<file path="src/rtl/minisrc_pkg.sv">
// Shared definitions for the datapath slice: divider FSM states,
// ALU opcodes and the fixed divide latency.
package minisrc_pkg;

   typedef enum logic [1:0] {
      IDLE,
      ITER,
      FIX,
      DONE
   } div_state_t;

   localparam logic [3:0] ALU_ADD = 4'd0;
   localparam logic [3:0] ALU_SUB = 4'd1;
   localparam logic [3:0] ALU_AND = 4'd2;
   localparam logic [3:0] ALU_OR  = 4'd3;
   localparam logic [3:0] ALU_DIV = 4'd4;
   localparam logic [3:0] ALU_MUL = 4'd5;
   localparam logic [3:0] ALU_SHL = 4'd6;
   localparam logic [3:0] ALU_SHR = 4'd7;

   localparam int DIV_WIDTH   = 32;
   // cycles from the accepting edge through the done cycle
   localparam int DIV_LATENCY = DIV_WIDTH + 2;

endpackage

</file>
<file path="src/rtl/seq_divider_div_step.sv">
// div_step: one combinational non-restoring divide iteration.
// Ports: r/q/d in (partial remainder, quotient, divisor), r_nxt/q_nxt out.
module div_step
   import minisrc_pkg::*;
#(
   parameter int WIDTH = 32
) (
   input  logic [WIDTH:0]   r,
   input  logic [WIDTH-1:0] q,
   input  logic [WIDTH:0]   d,
   output logic [WIDTH:0]   r_nxt,
   output logic [WIDTH-1:0] q_nxt
);

   logic [WIDTH:0] r_sh;

   assign r_sh = {r[WIDTH-1:0], q[WIDTH-1]};

   always_comb begin
      r_nxt = r[WIDTH] ? (r_sh + d) : (r_sh - d);
      q_nxt = {q[WIDTH-2:0], ~r_nxt[WIDTH]};
   end

endmodule

</file>
<file path="src/rtl/seq_divider.sv">
// seq_divider: multi-cycle signed divider, C = {remainder, quotient}.
// Ports: clock, clear_n, start, A, B in; busy, done, div_by_zero, C out.
// Optional macro SEQ_DIV_UNSIGNED_EN adds is_unsigned (sampled with start).
module seq_divider
   import minisrc_pkg::*;
#(
   parameter int WIDTH = 32,
   parameter int CNT_W = 6
) (
   input  logic               clock,
   input  logic               clear_n,
   input  logic               start,
`ifdef SEQ_DIV_UNSIGNED_EN
   input  logic               is_unsigned,
`endif
   input  logic [WIDTH-1:0]   A,
   input  logic [WIDTH-1:0]   B,
   output logic               busy,
   output logic               done,
   output logic               div_by_zero,
   output logic [2*WIDTH-1:0] C
);

   div_state_t state, state_nxt;

   logic [CNT_W-1:0] cnt;
   logic [WIDTH:0]   r, d, r_nxt;
   logic [WIDTH-1:0] q, q_nxt, a_raw;
   logic             q_neg, r_neg, zdiv;

   logic             uns, a_sgn, b_sgn, b_zero;
   logic [WIDTH-1:0] a_mag, b_mag;
   logic [WIDTH-1:0] rem_mag, quo, rem;

`ifdef SEQ_DIV_UNSIGNED_EN
   assign uns = is_unsigned;
`else
   assign uns = 1'b0;
`endif

   assign a_sgn  = A[WIDTH-1] & ~uns;
   assign b_sgn  = B[WIDTH-1] & ~uns;
   assign b_zero = (B == '0);
   // -2^(W-1) maps onto itself, which is the correct unsigned magnitude
   assign a_mag  = a_sgn ? (~A + 1'b1) : A;
   assign b_mag  = b_sgn ? (~B + 1'b1) : B;

   div_step #(.WIDTH(WIDTH)) u_step (
      .r     (r),
      .q     (q),
      .d     (d),
      .r_nxt (r_nxt),
      .q_nxt (q_nxt)
   );

   // final remainder is in [0, d), so the low WIDTH bits suffice
   assign rem_mag = r[WIDTH-1:0] + (r[WIDTH] ? d[WIDTH-1:0] : '0);
   assign quo     = q_neg ? (~q + 1'b1) : q;
   assign rem     = r_neg ? (~rem_mag + 1'b1) : rem_mag;

   always_comb begin
      state_nxt = state;
      busy      = 1'b0;
      done      = 1'b0;
      unique case (state)
         IDLE: begin
            // divide by zero passes through FIX so C updates with done
            if (start)
               state_nxt = b_zero ? FIX : ITER;
         end
         ITER: begin
            busy = 1'b1;
            if (cnt == '0)
               state_nxt = FIX;
         end
         FIX: begin
            busy      = 1'b1;
            state_nxt = DONE;
         end
         DONE: begin
            done      = 1'b1;
            state_nxt = IDLE;
         end
         default: state_nxt = IDLE;
      endcase
   end

   always_ff @(posedge clock or negedge clear_n) begin
      if (!clear_n) begin
         state       <= IDLE;
         cnt         <= '0;
         r           <= '0;
         q           <= '0;
         d           <= '0;
         a_raw       <= '0;
         q_neg       <= 1'b0;
         r_neg       <= 1'b0;
         zdiv        <= 1'b0;
         div_by_zero <= 1'b0;
         C           <= '0;
      end else begin
         state <= state_nxt;
         unique case (state)
            IDLE: begin
               if (start) begin
                  div_by_zero <= 1'b0;
                  zdiv        <= b_zero;
                  a_raw       <= A;
                  r           <= '0;
                  q           <= a_mag;
                  d           <= {1'b0, b_mag};
                  q_neg       <= a_sgn ^ b_sgn;
                  r_neg       <= a_sgn;
                  cnt         <= CNT_W'(WIDTH - 1);
               end
            end
            ITER: begin
               r <= r_nxt;
               q <= q_nxt;
               if (cnt != '0)
                  cnt <= cnt - 1'b1;
            end
            FIX: begin
               if (zdiv) begin
                  C           <= {a_raw, {WIDTH{1'b1}}};
                  div_by_zero <= 1'b1;
               end else begin
                  C <= {rem, quo};
               end
            end
            default: ;
         endcase
      end
   end

endmodule
</file>
<file path="config.mk">
export PLATFORM = sky130hd
export DESIGN_NAME = seq_divider
export DESIGN_NICKNAME = d
export VERILOG_FILES = /design/src/rtl/minisrc_pkg.sv /design/src/rtl/seq_divider_div_step.sv /design/src/rtl/seq_divider.sv
export SDC_FILE = /design/constraint.sdc
export NUM_CORES = 1
export LEC_CHECK = 0
export CORE_UTILIZATION = 57
export DETAILED_ROUTE_END_ITERATION = 6
export GPL_TIMING_DRIVEN = 0
export PLACE_DENSITY = 0.82
export SYNTH_ARGS = -nofsm -noshare
export SYNTH_HDL_FRONTEND = slang
export SYNTH_SLANG_ARGS = --single-unit
</file>
<file path="constraint.sdc">
create_clock -name clock -period 6.08 [get_ports clock]
set_input_delay 0.912 -clock clock [delete_from_list [all_inputs] [get_ports clock]]
set_output_delay 0.912 -clock clock [all_outputs]
set_load 0.01 [all_outputs]
</file>
Yosys cells after proc, flatten, opt, wreduce, memory -nomap -nowiden. Index checks and enable logic that the tools add are counted.

Memories: 0. Bits of input ports: 67. Register bits after elaboration: 205. Bits in latches: 0. Logic and storage cells: 67. Bits in read-only memories: 0. Bits in writable memories: 0. Output and inout port bits: 67.

Equality and inequality tests: 7. Shift-type cells: 0. Muxes and demuxes: 23. Reductions and logical operators: 12. Div/mod/pow operators: 0. Add/sub/neg operators: 8. Magnitude comparators: 0. Multipliers: 0. Bitwise gates (word level): 6.

Operators by type and width (number): two-way mux 32 bit (6); adder 32 x 1 -> 32 bit (second input constant) (4); inverter 32 bit (4); two-way mux 33 bit (2); one-hot mux 33 bit (2 select lines) (1); two-way mux 64 bit (1); one-hot mux 32 bit (2 select lines) (1); adder 33 x 32 -> 33 bit (1); subtractor 33 x 32 -> 33 bit (1); adder 32 bit (1); zero test 32 bit (1); two-way mux 6 bit (2); one-hot mux 6 bit (2 select lines) (1); inequality test 2 bit (second input constant) (4); one-hot mux 2 bit (4 select lines) (1); zero test 6 bit (1); two-way mux 2 bit (3); AND reduction 2 bit (3); AND reduction 3 bit (2); nonzero test 6 bit (1); subtractor 6 x 1 -> 6 bit (second input constant) (1); == test 2 bit (second input constant) (2); two-way mux 1 bit (4); nonzero test 2 bit (2); 6 further kinds (6).

Logic depth before layout (Yosys ltp).
Depth in word-level cells: 6. Depth in mapped cells: 20. Gate-level depth less buffers: 20.

By module. From an unflattened synthesis, not the netlist that was laid out.

Cells, all modules: 1827. Area total of the unflattened synthesis: 15748.9 um^2.

By module, submodules not included: seq_divider (instances 1, cells each 1423, area an instance 13003.7 um^2, sequential area each 5104.9 um^2); div_step (instances 1, cells each 404, area an instance 2745.1 um^2, sequential area each 0.0 um^2).

Worst setup path after synthesis. Ideal clock, no wire load.

Kind: register to register. Start: register r[32]. End: register C[53]. Data required time: 5.955 ns. Path buffers: 1. Slack: 1.822 ns. Clock period less this slack: 4.258 ns. Data arrival time: 4.133 ns. Cell stages (with the launch flop): 17. Library setup time: 0.125 ns. Cells stage by stage: dfrtp_1 -> inv_1 -> buf_1 -> nor2_1 -> ha_1 -> fa_1 -> a21o_1 -> a221oi_1 -> nor2_1 -> xor2_1 -> or3_1 -> or3_1 -> nor3_2 -> a41oi_1 -> xnor2_1 -> mux2_2 -> mux2_2.

Word-level cells in the longest chain between the ends: 6.

Ends and longest elaborated chain: start, declared (RTL line seq_divider.sv:27) `logic [WIDTH:0] r, d, r_nxt;`; start signal, assigned (RTL line seq_divider.sv:118) `r <= r_nxt;`; two-way mux 32 bit * (RTL line seq_divider.sv:57) `assign rem_mag = r[WIDTH-1:0] + (r[WIDTH] ? d[WIDTH-1:0] : '0);`; adder 32 bit * (RTL line seq_divider.sv:57); inverter 32 bit (RTL line seq_divider.sv:59) `assign rem = r_neg ? (~rem_mag + 1'b1) : rem_mag;`; adder 32 x 1 -> 32 bit (RTL line seq_divider.sv:59); two-way mux 32 bit * (RTL line seq_divider.sv:59); two-way mux 64 bit * (RTL line seq_divider.sv:124) `if (zdiv) begin`; end signal, assigned (RTL line seq_divider.sv:125) `C <= {a_raw, {WIDTH{1'b1}}};`; end signal, assigned (RTL line seq_divider.sv:128) `C <= {rem, quo};`; end, declared (RTL line seq_divider.sv:21) `output logic [2*WIDTH-1:0] C`.

Every way passes the cells marked *; elsewhere a longest branch is shown, timed or not. A chain may end at the register's enable or synchronous reset.

Worst setup path in the final report. Ends and elaborated chain as after synthesis.

==> results.yml <==
sta:
  finalHoldWorstSlack_ps: 417
  timing.clock.skew_ps: 11.5
  fmax_ghz: 0.190
  report.final.slew_viol_count: 0
  finalHoldViolations: 0
  worst-slew-pin-transition_ps: 940
  timing.final.crit_period_ps: 5260
  layout_worst_path_cycle_share: 0.865
  slew_headroom: 0.373
  unrepaired_setup_endpoints_after_global_routing: "false"
  setup_viol: 0
  worst_path_setup_slack_after_routing_ps: 823
route:
  drtPass1Iterations: 6
  via_cell_ratio: 6.21
  initialDrtViolationCount: 1735
  wl_per_cell_um: 19.7
  antenna_violating_nets_post_route: 0
  detailroute.via_count: 14200
  drt_wl_total_um: 45100
  post-route-drc-count: 0
clock_network:
  tritoncts: "done"
  cts.sink_count: 204
  clock_pin_slew_of_the_registers_on_the_worst_case_setup_and_hold_paths_ps: 60
  cts-root-buf: "clkbuf_16"
  cts_hold_repair.buffers: 0
  max-clock-path-buffers: 3
  clk_latency_ps: 520
  cts.repair_timing.setup_buffer_count: 0
  cts_resized: 0
  tritoncts.num_buffers: 23
  h_tree_level_count: 1
worst_hold_path:
  hold_class: "in2async"
global_route:
  grt_pass1_wl_um: 72100
  grt_usage: 0.339
  number_of_antenna_violations_at_the_first_check_in_global_routing: 0
  grt_pass1_vias: 13600
  grt_start_max_net_pins: 113
  global_route.overflow_total: 0
power:
  p_int_mw: 5.29
  vdd.ir_drop.worst_mv: 0.300
  pwr_density_cell_nw_per_um2: 569
  swShare: 0.468
  pwr-share-comb: 0.595
  power.net_switching_mw: 4.65
  leakage_nw: 7.47
  power.clock.fraction: 0.142
  power.sequential.fraction: 0.263
setup_path:
  timing.critical_path.required_ps: 6480
  timing.rr.start: "r[32]$_DFFE_PN0P_"
  critical-path-slowest-cell: "buf_1"
  critical_path.startpoint_type: "register"
  crit_path_end_kind: "register"
  rr_worst_depth: 16
  crit-reg2reg-capture: "C[53]$_DFFE_PN0P_"
  worst_path_dominant_cell_family: "simple AND/OR/NAND/NOR gates"
  critical_path_peak_fanout: 10
  setup.worst_path.start: "r[32]$_DFFE_PN0P_"
  timing.critical_path.cells: "inv_1 -> buf_1 -> nor2_1 -> ha_1 -> fa_1 -> a21o_1 -> a221oi_1 -> nor2_1 -> xor2_1 -> or3_1 -> or3_1 -> nor3_2 -> a41oi_1 -> xnor2_1 -> mux2_2 -> mux2_2"
  regToRegSetupSlack_ps: 820
  crit_arrival_ps: 5660
  timing.critical_path.slowest_cell_delay_ps: 500
  cp_num_buf_inv: 2
  crit_type: "reg2reg"
synthesis:
  ys_types: 70
  ys_ff_latch: 204
  yosysWarningCount: 0
  post_synthesis_net_count: 1930
  synth-seq-area-share: 0.342
  synthesis.area_sq_um: 14900
  synthesis.area_per_instance_sq_um: 8.35
  netlist_instances: 1787
  prevailing_post_synth_register_cell: "dfrtp_1"
  post_synth_edffs: 0
  postSynth.asyncResetShare: 1.00
placement:
  place_congestion: 0.933
  placement.setup.worst_slack_ps: 920
  io_buffer_count: 133
  numPlacedInstances: 2251
  place.detailed.hpwl_um: 35100
  placed_area_sq_um: 16700
finish:
  commonest_non_fill_non_tap_cell_in_the_layout: "nand2_1"
  syn_to_final_growth_pct: 17.0
  final_cell_mix: "nand2_1, dfrtp_1, o21ai_0, nor2_1, a21oi_1"
  fin_cells: 2292
  filler_cell_count: 2112
  nNetsFinal: 2089
  post_route_cells_drive_above_1_share: 0.0556
  area_taken_by_multi_input_logic_gates_sq_um: 9290
  regArea_sq_um: 5100
  final_cell_area_sq_um: 17500
  antennaDiodeCount: 0
floorplan:
  die_width_um: 164
  rows: 58
  floorplan.io_pins: 134
  initial_utilization: 0.588
  floorplan.core_area_sq_um: 25400
  die_height_um: 164
  fp.dieArea_sq_um: 26800
status:
  status: "finished, final reports clean"
flow_run:
  cap_viol_max_count: 0
-- kinds of logic (layout without fill, tap and decap cells) --
family / count (synthesis) / after routing / share of synthesized area
AO/OA/AOI/OAI: 549 / 549 / 0.221
XOR/XNOR: 208 / 208 / 0.122
adder cells (fa/ha/maj): 76 / 76 / 0.0647
buffers and inverters: 137 / 312 / 0.0357
flip-flops: 204 / 204 / 0.342
multiplexers: 50 / 50 / 0.0372
AND/OR/NAND/NOR: 563 / 563 / 0.177
-- area by class of cell --
cell class / count / area share
Timing Repair Buffer: 134 / 0.0781
Inverter: 54 / 0.0116
Clock inverter: 14 / 0.00759
Buffer: 83 / 0.0189
Multi-Input combinational cell: 1446 / 0.532
Tap cell: 330 / 0.0236
Clock buffer: 27 / 0.0361
Sequential cell: 204 / 0.292
-- through the flow --
stage / TNS, ps / utilization / power [mW]
after floorplan: 0 / - / 6.50
after global placement: -905610 / 0.656 / 8.21
after detailed placement: 0 / 0.658 / 8.39
after CTS: 0 / 0.688 / 9.84
after global routing: 0 / 0.688 / 10.7
final: 0 / 0.688 / 9.94
-- Yosys cell counts, types with 4 or more instances --
cell      count  area share
a211o_1       7      0.0041
a211oi_1     11      0.0055
a21boi_0      6      0.0030
a21o_1       32       0.016
a21oi_1     153       0.051
a311oi_1      5      0.0029
a31oi_1      14      0.0059
and2_1       32       0.013
and3_1        9      0.0038
buf_1         7      0.0018
clkbuf_1     73       0.018
dfrtp_1     204        0.34
ha_1         74       0.062
inv_1        53       0.013
mux2_2       44       0.033
mux2i_1       6      0.0040
nand2_1     205       0.052
nand2b_1     10      0.0042
nand3_1      25      0.0084
nand4_1      11      0.0046
nor2_1      153       0.038
nor2b_1      15      0.0063
nor3_1       25      0.0084
nor3b_1       4      0.0020
nor4_1       11      0.0046
o211ai_1     10      0.0050
o21a_1       11      0.0055
o21ai_0     187       0.063
o21ai_1      13      0.0044
o21bai_1     16      0.0080
o221ai_1      4      0.0023
o22ai_1       4      0.0017
o31ai_1      34       0.017
o41ai_1      16      0.0094
or2_2         4      0.0017
or3_1        30       0.013
or4_1        11      0.0055
xnor2_1      73       0.043
xor2_1      135       0.079
-- power by group through the flow --
stage               Sequential, mW  Combinational (mW)  Clock (mW)
detailed placement            2.61                5.78           0
finish                        2.61                5.91        1.42
global route                  2.67                6.54        1.48
CTS                           2.59                5.83        1.42
floorplan                     2.49                4.00           0
global placement              2.58                5.63           0
-- registers in the layout (all words and copies together) (netlist names) --
register and count:
div_by_zero 1, cnt 6, q 32, r 33
a_raw 32, C 64, zdiv 1, q_neg 1
d 32, state 2
-- metal layers --
layer	GRT usage	vias up	share of wire
met5	0	-	0
met4	0.125	0	0.039
met3	0.0386	125	0.075
met2	0.554	673	0.46
met1	0.464	6762	0.43
li1	-	6666	-
-- how the worst max path moves through the flow --
stage	endpoint	cells past startpoint	slack [ps]
global route	C[53]$_DFFE_PN0P_	16	500
global placement	r[27]$_DFFE_PN0P_	1	-4470
finish	C[53]$_DFFE_PN0P_	16	820
detailed placement	C[53]$_DFFE_PN0P_	16	920
CTS	C[53]$_DFFE_PN0P_	16	890
floorplan	C[53]$_DFFE_PN0P_	16	1820
No activity file was read; power rests on OpenSTA's default activity.
